## src/rtl/mips_pkg.sv

```systemverilog
// mips_pkg: MIPS-I mnemonic enum, opcode/funct/register constants and word packers shared with the decoder
package mips_pkg;

   typedef enum logic [5:0] {
      OP_NOP   = 6'd0,
      OP_SLL   = 6'd1,
      OP_SRL   = 6'd2,
      OP_SRA   = 6'd3,
      OP_JR    = 6'd4,
      OP_JALR  = 6'd5,
      OP_ADD   = 6'd6,
      OP_ADDU  = 6'd7,
      OP_SUB   = 6'd8,
      OP_SUBU  = 6'd9,
      OP_AND   = 6'd10,
      OP_OR    = 6'd11,
      OP_SLT   = 6'd12,
      OP_ADDI  = 6'd13,
      OP_ADDIU = 6'd14,
      OP_ANDI  = 6'd15,
      OP_ORI   = 6'd16,
      OP_LUI   = 6'd17,
      OP_LW    = 6'd18,
      OP_SW    = 6'd19,
      OP_BEQ   = 6'd20,
      OP_BNE   = 6'd21,
      OP_J     = 6'd22,
      OP_JAL   = 6'd23
   } op_e;

   localparam logic [5:0] OPC_SPECIAL = 6'h00;
   localparam logic [5:0] OPC_J       = 6'h02;
   localparam logic [5:0] OPC_JAL     = 6'h03;
   localparam logic [5:0] OPC_BEQ     = 6'h04;
   localparam logic [5:0] OPC_BNE     = 6'h05;
   localparam logic [5:0] OPC_ADDI    = 6'h08;
   localparam logic [5:0] OPC_ADDIU   = 6'h09;
   localparam logic [5:0] OPC_ANDI    = 6'h0C;
   localparam logic [5:0] OPC_ORI     = 6'h0D;
   localparam logic [5:0] OPC_LUI     = 6'h0F;
   localparam logic [5:0] OPC_LW      = 6'h23;
   localparam logic [5:0] OPC_SW      = 6'h2B;

   localparam logic [5:0] FN_SLL  = 6'h00;
   localparam logic [5:0] FN_SRL  = 6'h02;
   localparam logic [5:0] FN_SRA  = 6'h03;
   localparam logic [5:0] FN_JR   = 6'h08;
   localparam logic [5:0] FN_JALR = 6'h09;
   localparam logic [5:0] FN_ADD  = 6'h20;
   localparam logic [5:0] FN_ADDU = 6'h21;
   localparam logic [5:0] FN_SUB  = 6'h22;
   localparam logic [5:0] FN_SUBU = 6'h23;
   localparam logic [5:0] FN_AND  = 6'h24;
   localparam logic [5:0] FN_OR   = 6'h25;
   localparam logic [5:0] FN_SLT  = 6'h2A;

   localparam logic [4:0] REG_ZERO = 5'd0;
   localparam logic [4:0] T0 = 5'd8;
   localparam logic [4:0] T1 = 5'd9;
   localparam logic [4:0] T2 = 5'd10;
   localparam logic [4:0] T5 = 5'd13;
   localparam logic [4:0] RA = 5'd31;

   function automatic logic [31:0] r_word(input logic [4:0] rs, rt, rd, shamt, input logic [5:0] funct);
      return {OPC_SPECIAL, rs, rt, rd, shamt, funct};
   endfunction

   function automatic logic [31:0] i_word(input logic [5:0] opc, input logic [4:0] rs, rt, input logic [15:0] imm);
      return {opc, rs, rt, imm};
   endfunction

   function automatic logic [31:0] j_word(input logic [5:0] opc, input logic [25:0] target);
      return {opc, target};
   endfunction

endpackage

```

## src/rtl/mips_field_encoder.sv

```systemverilog
// mips_field_encoder: packs decoded fields into a MIPS-I word, zeroing fields the form does not use
module mips_field_encoder
   import mips_pkg::*;
(
   input  logic [5:0]  op,
   input  logic [4:0]  rs,
   input  logic [4:0]  rt,
   input  logic [4:0]  rd,
   input  logic [4:0]  shamt,
   input  logic [15:0] imm,
   input  logic [25:0] target,
   output logic [31:0] inst,
   output logic        illegal
);

   always_comb begin
      inst    = '0;
      illegal = 1'b0;
      case (op)
         OP_NOP:   inst = '0;
         OP_SLL:   inst = r_word(REG_ZERO, rt, rd, shamt, FN_SLL);
         OP_SRL:   inst = r_word(REG_ZERO, rt, rd, shamt, FN_SRL);
         OP_SRA:   inst = r_word(REG_ZERO, rt, rd, shamt, FN_SRA);
         OP_JR:    inst = r_word(rs, REG_ZERO, REG_ZERO, 5'd0, FN_JR);
         OP_JALR:  inst = r_word(rs, REG_ZERO, rd, 5'd0, FN_JALR);
         OP_ADD:   inst = r_word(rs, rt, rd, 5'd0, FN_ADD);
         OP_ADDU:  inst = r_word(rs, rt, rd, 5'd0, FN_ADDU);
         OP_SUB:   inst = r_word(rs, rt, rd, 5'd0, FN_SUB);
         OP_SUBU:  inst = r_word(rs, rt, rd, 5'd0, FN_SUBU);
         OP_AND:   inst = r_word(rs, rt, rd, 5'd0, FN_AND);
         OP_OR:    inst = r_word(rs, rt, rd, 5'd0, FN_OR);
         OP_SLT:   inst = r_word(rs, rt, rd, 5'd0, FN_SLT);
         OP_ADDI:  inst = i_word(OPC_ADDI, rs, rt, imm);
         OP_ADDIU: inst = i_word(OPC_ADDIU, rs, rt, imm);
         OP_ANDI:  inst = i_word(OPC_ANDI, rs, rt, imm);
         OP_ORI:   inst = i_word(OPC_ORI, rs, rt, imm);
         OP_LUI:   inst = i_word(OPC_LUI, REG_ZERO, rt, imm);
         OP_LW:    inst = i_word(OPC_LW, rs, rt, imm);
         OP_SW:    inst = i_word(OPC_SW, rs, rt, imm);
         OP_BEQ:   inst = i_word(OPC_BEQ, rs, rt, imm);
         OP_BNE:   inst = i_word(OPC_BNE, rs, rt, imm);
         OP_J:     inst = j_word(OPC_J, target);
         OP_JAL:   inst = j_word(OPC_JAL, target);
         default:  illegal = 1'b1;
      endcase
   end

endmodule

```

## src/rtl/mips_inst_encoder.sv

```systemverilog
// mips_inst_encoder: streaming field-to-word MIPS-I encoder with a small output FIFO and pop counter
module mips_inst_encoder
   import mips_pkg::*;
#(
   parameter int DEPTH = 2,
   parameter int CNT_W = 16
) (
   input  logic             clk,
   input  logic             rst_n,
   input  logic             in_valid,
   output logic             in_ready,
   input  logic [5:0]       in_op,
   input  logic [4:0]       in_rs,
   input  logic [4:0]       in_rt,
   input  logic [4:0]       in_rd,
   input  logic [4:0]       in_shamt,
   input  logic [15:0]      in_imm,
   input  logic [25:0]      in_target,
   output logic             out_valid,
   input  logic             out_ready,
   output logic [31:0]      out_inst,
   output logic             out_illegal,
   output logic [CNT_W-1:0] inst_count
);

   localparam int AW = $clog2(DEPTH);

   logic [31:0]   enc_inst;
   logic          enc_illegal;
   logic [32:0]   mem [DEPTH];
   logic [AW-1:0] wr_ptr, rd_ptr;
   logic [AW:0]   count;
   logic          live;
   logic          push, pop;

   mips_field_encoder u_enc (
      .op      (in_op),
      .rs      (in_rs),
      .rt      (in_rt),
      .rd      (in_rd),
      .shamt   (in_shamt),
      .imm     (in_imm),
      .target  (in_target),
      .inst    (enc_inst),
      .illegal (enc_illegal)
   );

   // live holds in_ready low until the first edge after reset release
   assign in_ready    = live && (count != (AW+1)'(DEPTH));
   assign out_valid   = count != '0;
   assign push        = in_valid && in_ready;
   assign pop         = out_valid && out_ready;
   assign out_inst    = out_valid ? mem[rd_ptr][31:0] : '0;
   assign out_illegal = out_valid && mem[rd_ptr][32];

   always_ff @(posedge clk or negedge rst_n) begin
      if (!rst_n) begin
         live       <= 1'b0;
         wr_ptr     <= '0;
         rd_ptr     <= '0;
         count      <= '0;
         inst_count <= '0;
      end else begin
         live       <= 1'b1;
         wr_ptr     <= wr_ptr + AW'(push);
         rd_ptr     <= rd_ptr + AW'(pop);
         count      <= count + (AW+1)'(push) - (AW+1)'(pop);
         inst_count <= inst_count + CNT_W'(pop);
      end
   end

   always_ff @(posedge clk) begin
      if (push) mem[wr_ptr] <= {enc_illegal, enc_inst};
   end

endmodule

```

## config.mk

```make
export PLATFORM = sky130hd
export DESIGN_NAME = mips_inst_encoder
export DESIGN_NICKNAME = d
export VERILOG_FILES = /design/src/rtl/mips_pkg.sv /design/src/rtl/mips_field_encoder.sv /design/src/rtl/mips_inst_encoder.sv
export SDC_FILE = /design/constraint.sdc
export NUM_CORES = 1
export LEC_CHECK = 0
export ABC_AREA = 1
export CAP_MARGIN = 40
export CORE_MARGIN = 2
export CORE_UTILIZATION = 30
export DETAILED_ROUTE_END_ITERATION = 8
export DONT_BUFFER_PORTS = 1
export GPL_TIMING_DRIVEN = 0
export PLACE_DENSITY_LB_ADDON = 0.12
export REMOVE_ABC_BUFFERS = 1
export SLEW_MARGIN = 25
export SYNTH_ARGS = -nofsm -noshare
export SYNTH_HDL_FRONTEND = slang
export SYNTH_SLANG_ARGS = --single-unit
```

## constraint.sdc

```tcl
create_clock -name clk -period 2.05 [get_ports clk]
set_clock_uncertainty 0.1 [all_clocks]
set_input_delay 0.5125 -clock clk [delete_from_list [all_inputs] [get_ports clk]]
set_output_delay 0.5125 -clock clk [all_outputs]
set_load 0.01 [all_outputs]
```

==> impl_results.md <==
- Unrepaired setup endpoints after global routing: yes
- Core utilization of the finished layout: 37.21%
- Starting DRC count in detailed routing: 169
- Data required time at the worst endpoint: 1.44 ns
- DRC violations left: 0
- Startpoint-to-endpoint class of the critical path: flop to primary output
- Detailed-route vias per instance: 4.864
- Highest clock rate: 500.4 MHz
- Pre-antenna DRT Iters: 4
- Clock tree root driver cell: clkbuf_16
- Post-synthesis cell count: 458
- Count of input and output buffers: 0
- Most frequent cells after synthesis: 162 x nand2_1, 64 x edfxtp_1, 38 x a21oi_1, 34 x inv_1
- Placeable core region: 13880 um2
- Area grow syn2layout: 21.30%
- Placed cell areas: 4512 um2
- Final GP Congestion: 0.8219
- Critical path startpoint category: flop
- Rows: 43
- Count of nets left with antenna violations after detail routing: 0
- Most used flip-flop cell after synthesis: edfxtp_1
- Slew Limit Fails: 0
- Data arrival at the endpoint of the critical path: 1.39 ns
- First-pass GRT wire length: 17.02 mm
- Cell area after technology mapping: 4258 um2
- Minimum hold slack: 0.02245 ns
- Post-DP HPWL: 7.645 mm
- Minimum clock period after layout: 1.999 ns
- Pleak: 2.110 nW
- Yosys cell types: 34
- Die ar.: 15160 um2
- Final global-route overflow total: 0
- Die extent in x: 123.1 um
- Layout cell share with drive strength beyond 1: 20.47%
- Power density normalized to cell area: 1221 nW/um2
- Clock buffer depth: 2
- Mean post-synth cell area: 9.297 um2
- Starting density of the core: 30.67%
- Synthesized flop and latch total: 85
- Clock transition at the registers of the reported paths: 0.06 ns
- Measured slew at the worst slew-check pin: 0.6763 ns
- Register area: 2451 um2
- Number of global-route vias before repair: 3000
- Maximum vdd drop: 430.8 uV
- CTS tree: done
- Count of H-tree levels built during CTS: 3
- Proportion of netlist area held by the largest area contributor: 45.14%
- Cell area after layout: 5165 um2
- Category of the worst setup path capture point: primary output
- Clock latency on the worst-skew pair: 0.34 ns
- Sequential-to-total area share from yosys stat: 57.48%
- Class of the tightest hold or removal check: input pin to async pin
- Height of the chip: 123.1 um
- Number of synthesis warnings: 0
- Via Count: 3157
- Cell with the most instances after synthesis: nand2_1
- CTS buffer count: 9
- Fin. Hold Viols: 0
- Outcome: finished, final reports clean
- Largest cells by area after synthesis: edfxtp_1 45%, nand2_1 14%, dfrtp_1 12%
- Async set-or-reset flop fraction in the synthesized netlist: 24.71%
- Pin count of the biggest net entering global routing: 33
- Footprint of the multi-input gates: 1823 um2
- Count of clock tree sinks: 85
- Headroom to the max-slew limit: 54.81%
- Total Routing Usage GR: 15.35%
- Ant diodes: 0
- Post-layout total power: 0.006306 W
- Post-DR wirelength/cell: 17.39 um
- Number of enable flip-flop cells after synthesis: 64
- Number of nets at the end of the flow: 542
- Final setup violating endpoints: 0
- Library cell with the largest summed area after synthesis: edfxtp_1
- Number of filler instances in the final layout: 1388
- Highest net fanout along the worst path: 32
- Number of antenna violations at the first check in global routing: 0
- # IOs: 123
- Total wire length: 11.28 mm
- Max-Cap Viols: 0
- Period Utilization, post-route: 97.49%
layout make-up:
| type | instances | share of cell area [%] |
|---|---|---|
| Sequential cell | 85 | 47.46 |
| Clock buffer | 15 | 5.378 |
| Multi-Input combinational cell | 320 | 35.30 |
| Clock inverter | 1 | 0.5814 |
| Timing Repair Buffer | 10 | 3.852 |
| Inverter | 38 | 3.077 |
| Tap cell | 180 | 4.360 |
repair_timing:
item | 4_1_cts | 5_1_grt
endpoints found under the hold margin | 21 | 0
setup buffers | 4 | 2
pin swaps | 1 | 2
endpoints found under the setup margin | 102 | 69
resized for setup | 40 | 14
hold buffers | 1 | 0
registers in the layout, indices dropped and copies added, names as in the netlist:
register and cells:
inst_count 16, live 1, mem 64, count 2
rd_ptr 1, wr_ptr 1
report_power, final:
part           internal, W  switching, W
clock              0.00105      0.000622
sequential         0.00218      0.000253
combinational     0.000760       0.00145
total              0.00398       0.00232
layout by cell type, fill, tap and decap left out, drive strengths merged:
master / n
a21boi: 1
a21oi: 40
a22oi: 1
a32o: 1
and2: 1
buf: 10
bufinv: 1
clkbuf: 15
conb: 2
dfrtp: 21
edfxtp: 64
ha: 6
inv: 38
nand2: 173
nand3: 27
nand3b: 2
nand4: 2
nor2: 28
nor3: 6
o211ai: 2
o21ai: 13
o221ai: 1
xnor2: 4
xor2: 10
per-layer routing:
| metal | vias up | global-route usage [%] | part of all wire [%] |
|---|---|---|---|
| met3 | 9 | 6.504 | 7.0 |
| met2 | 96 | 24.28 | 49 |
| met4 | 0 | 4.616 | 1.4 |
| met5 | - | 0 | 0 |
| met1 | 1534 | 19.05 | 43 |
| li1 | 1518 | - | - |
critical path, cell delays in order, from the launching register on:
cell and delay [ns]:
dfrtp_4 0.57, inv_16 0.16, nand2_1 0.11, a21oi_4 0.19
final timing paths:
kind,end,cells past startpoint,slack (ns),start
min in group clk,mem[0][10],2,0.27,in_imm[10]
max,out_inst[3],3,0.05,rd_ptr
min,inst_count[2],1,0.02,rst_n
min reg2reg,inst_count[15],2,0.46,inst_count[15]
max in group asynchronous,rd_ptr,1,1.46,rst_n
max reg2reg,mem[1][18],5,0.19,count[1]
per-stage QoR:
step,std cells,setup WS (ns),TNS [ns]
final,649,0.05147,0
after floorplan,443,-0.6294,-32.03
after global routing,649,-0.02381,-0.1351
after global placement,623,-2.143,-154.36
after CTS,647,0.0006265,0
after detailed placement,626,-0.4142,-22.02
cells by family after synthesis:
kind of cell / share of synthesized area [%]
AO/OA/AOI/OAI: 7.670
other: 0.1764
buffers and inverters: 5.054
flip-flops: 57.48
XOR/XNOR: 2.880
AND/OR/NAND/NOR: 24.98
adder cells (fa/ha/maj): 1.763
Power figures use the tool's default switching activity.
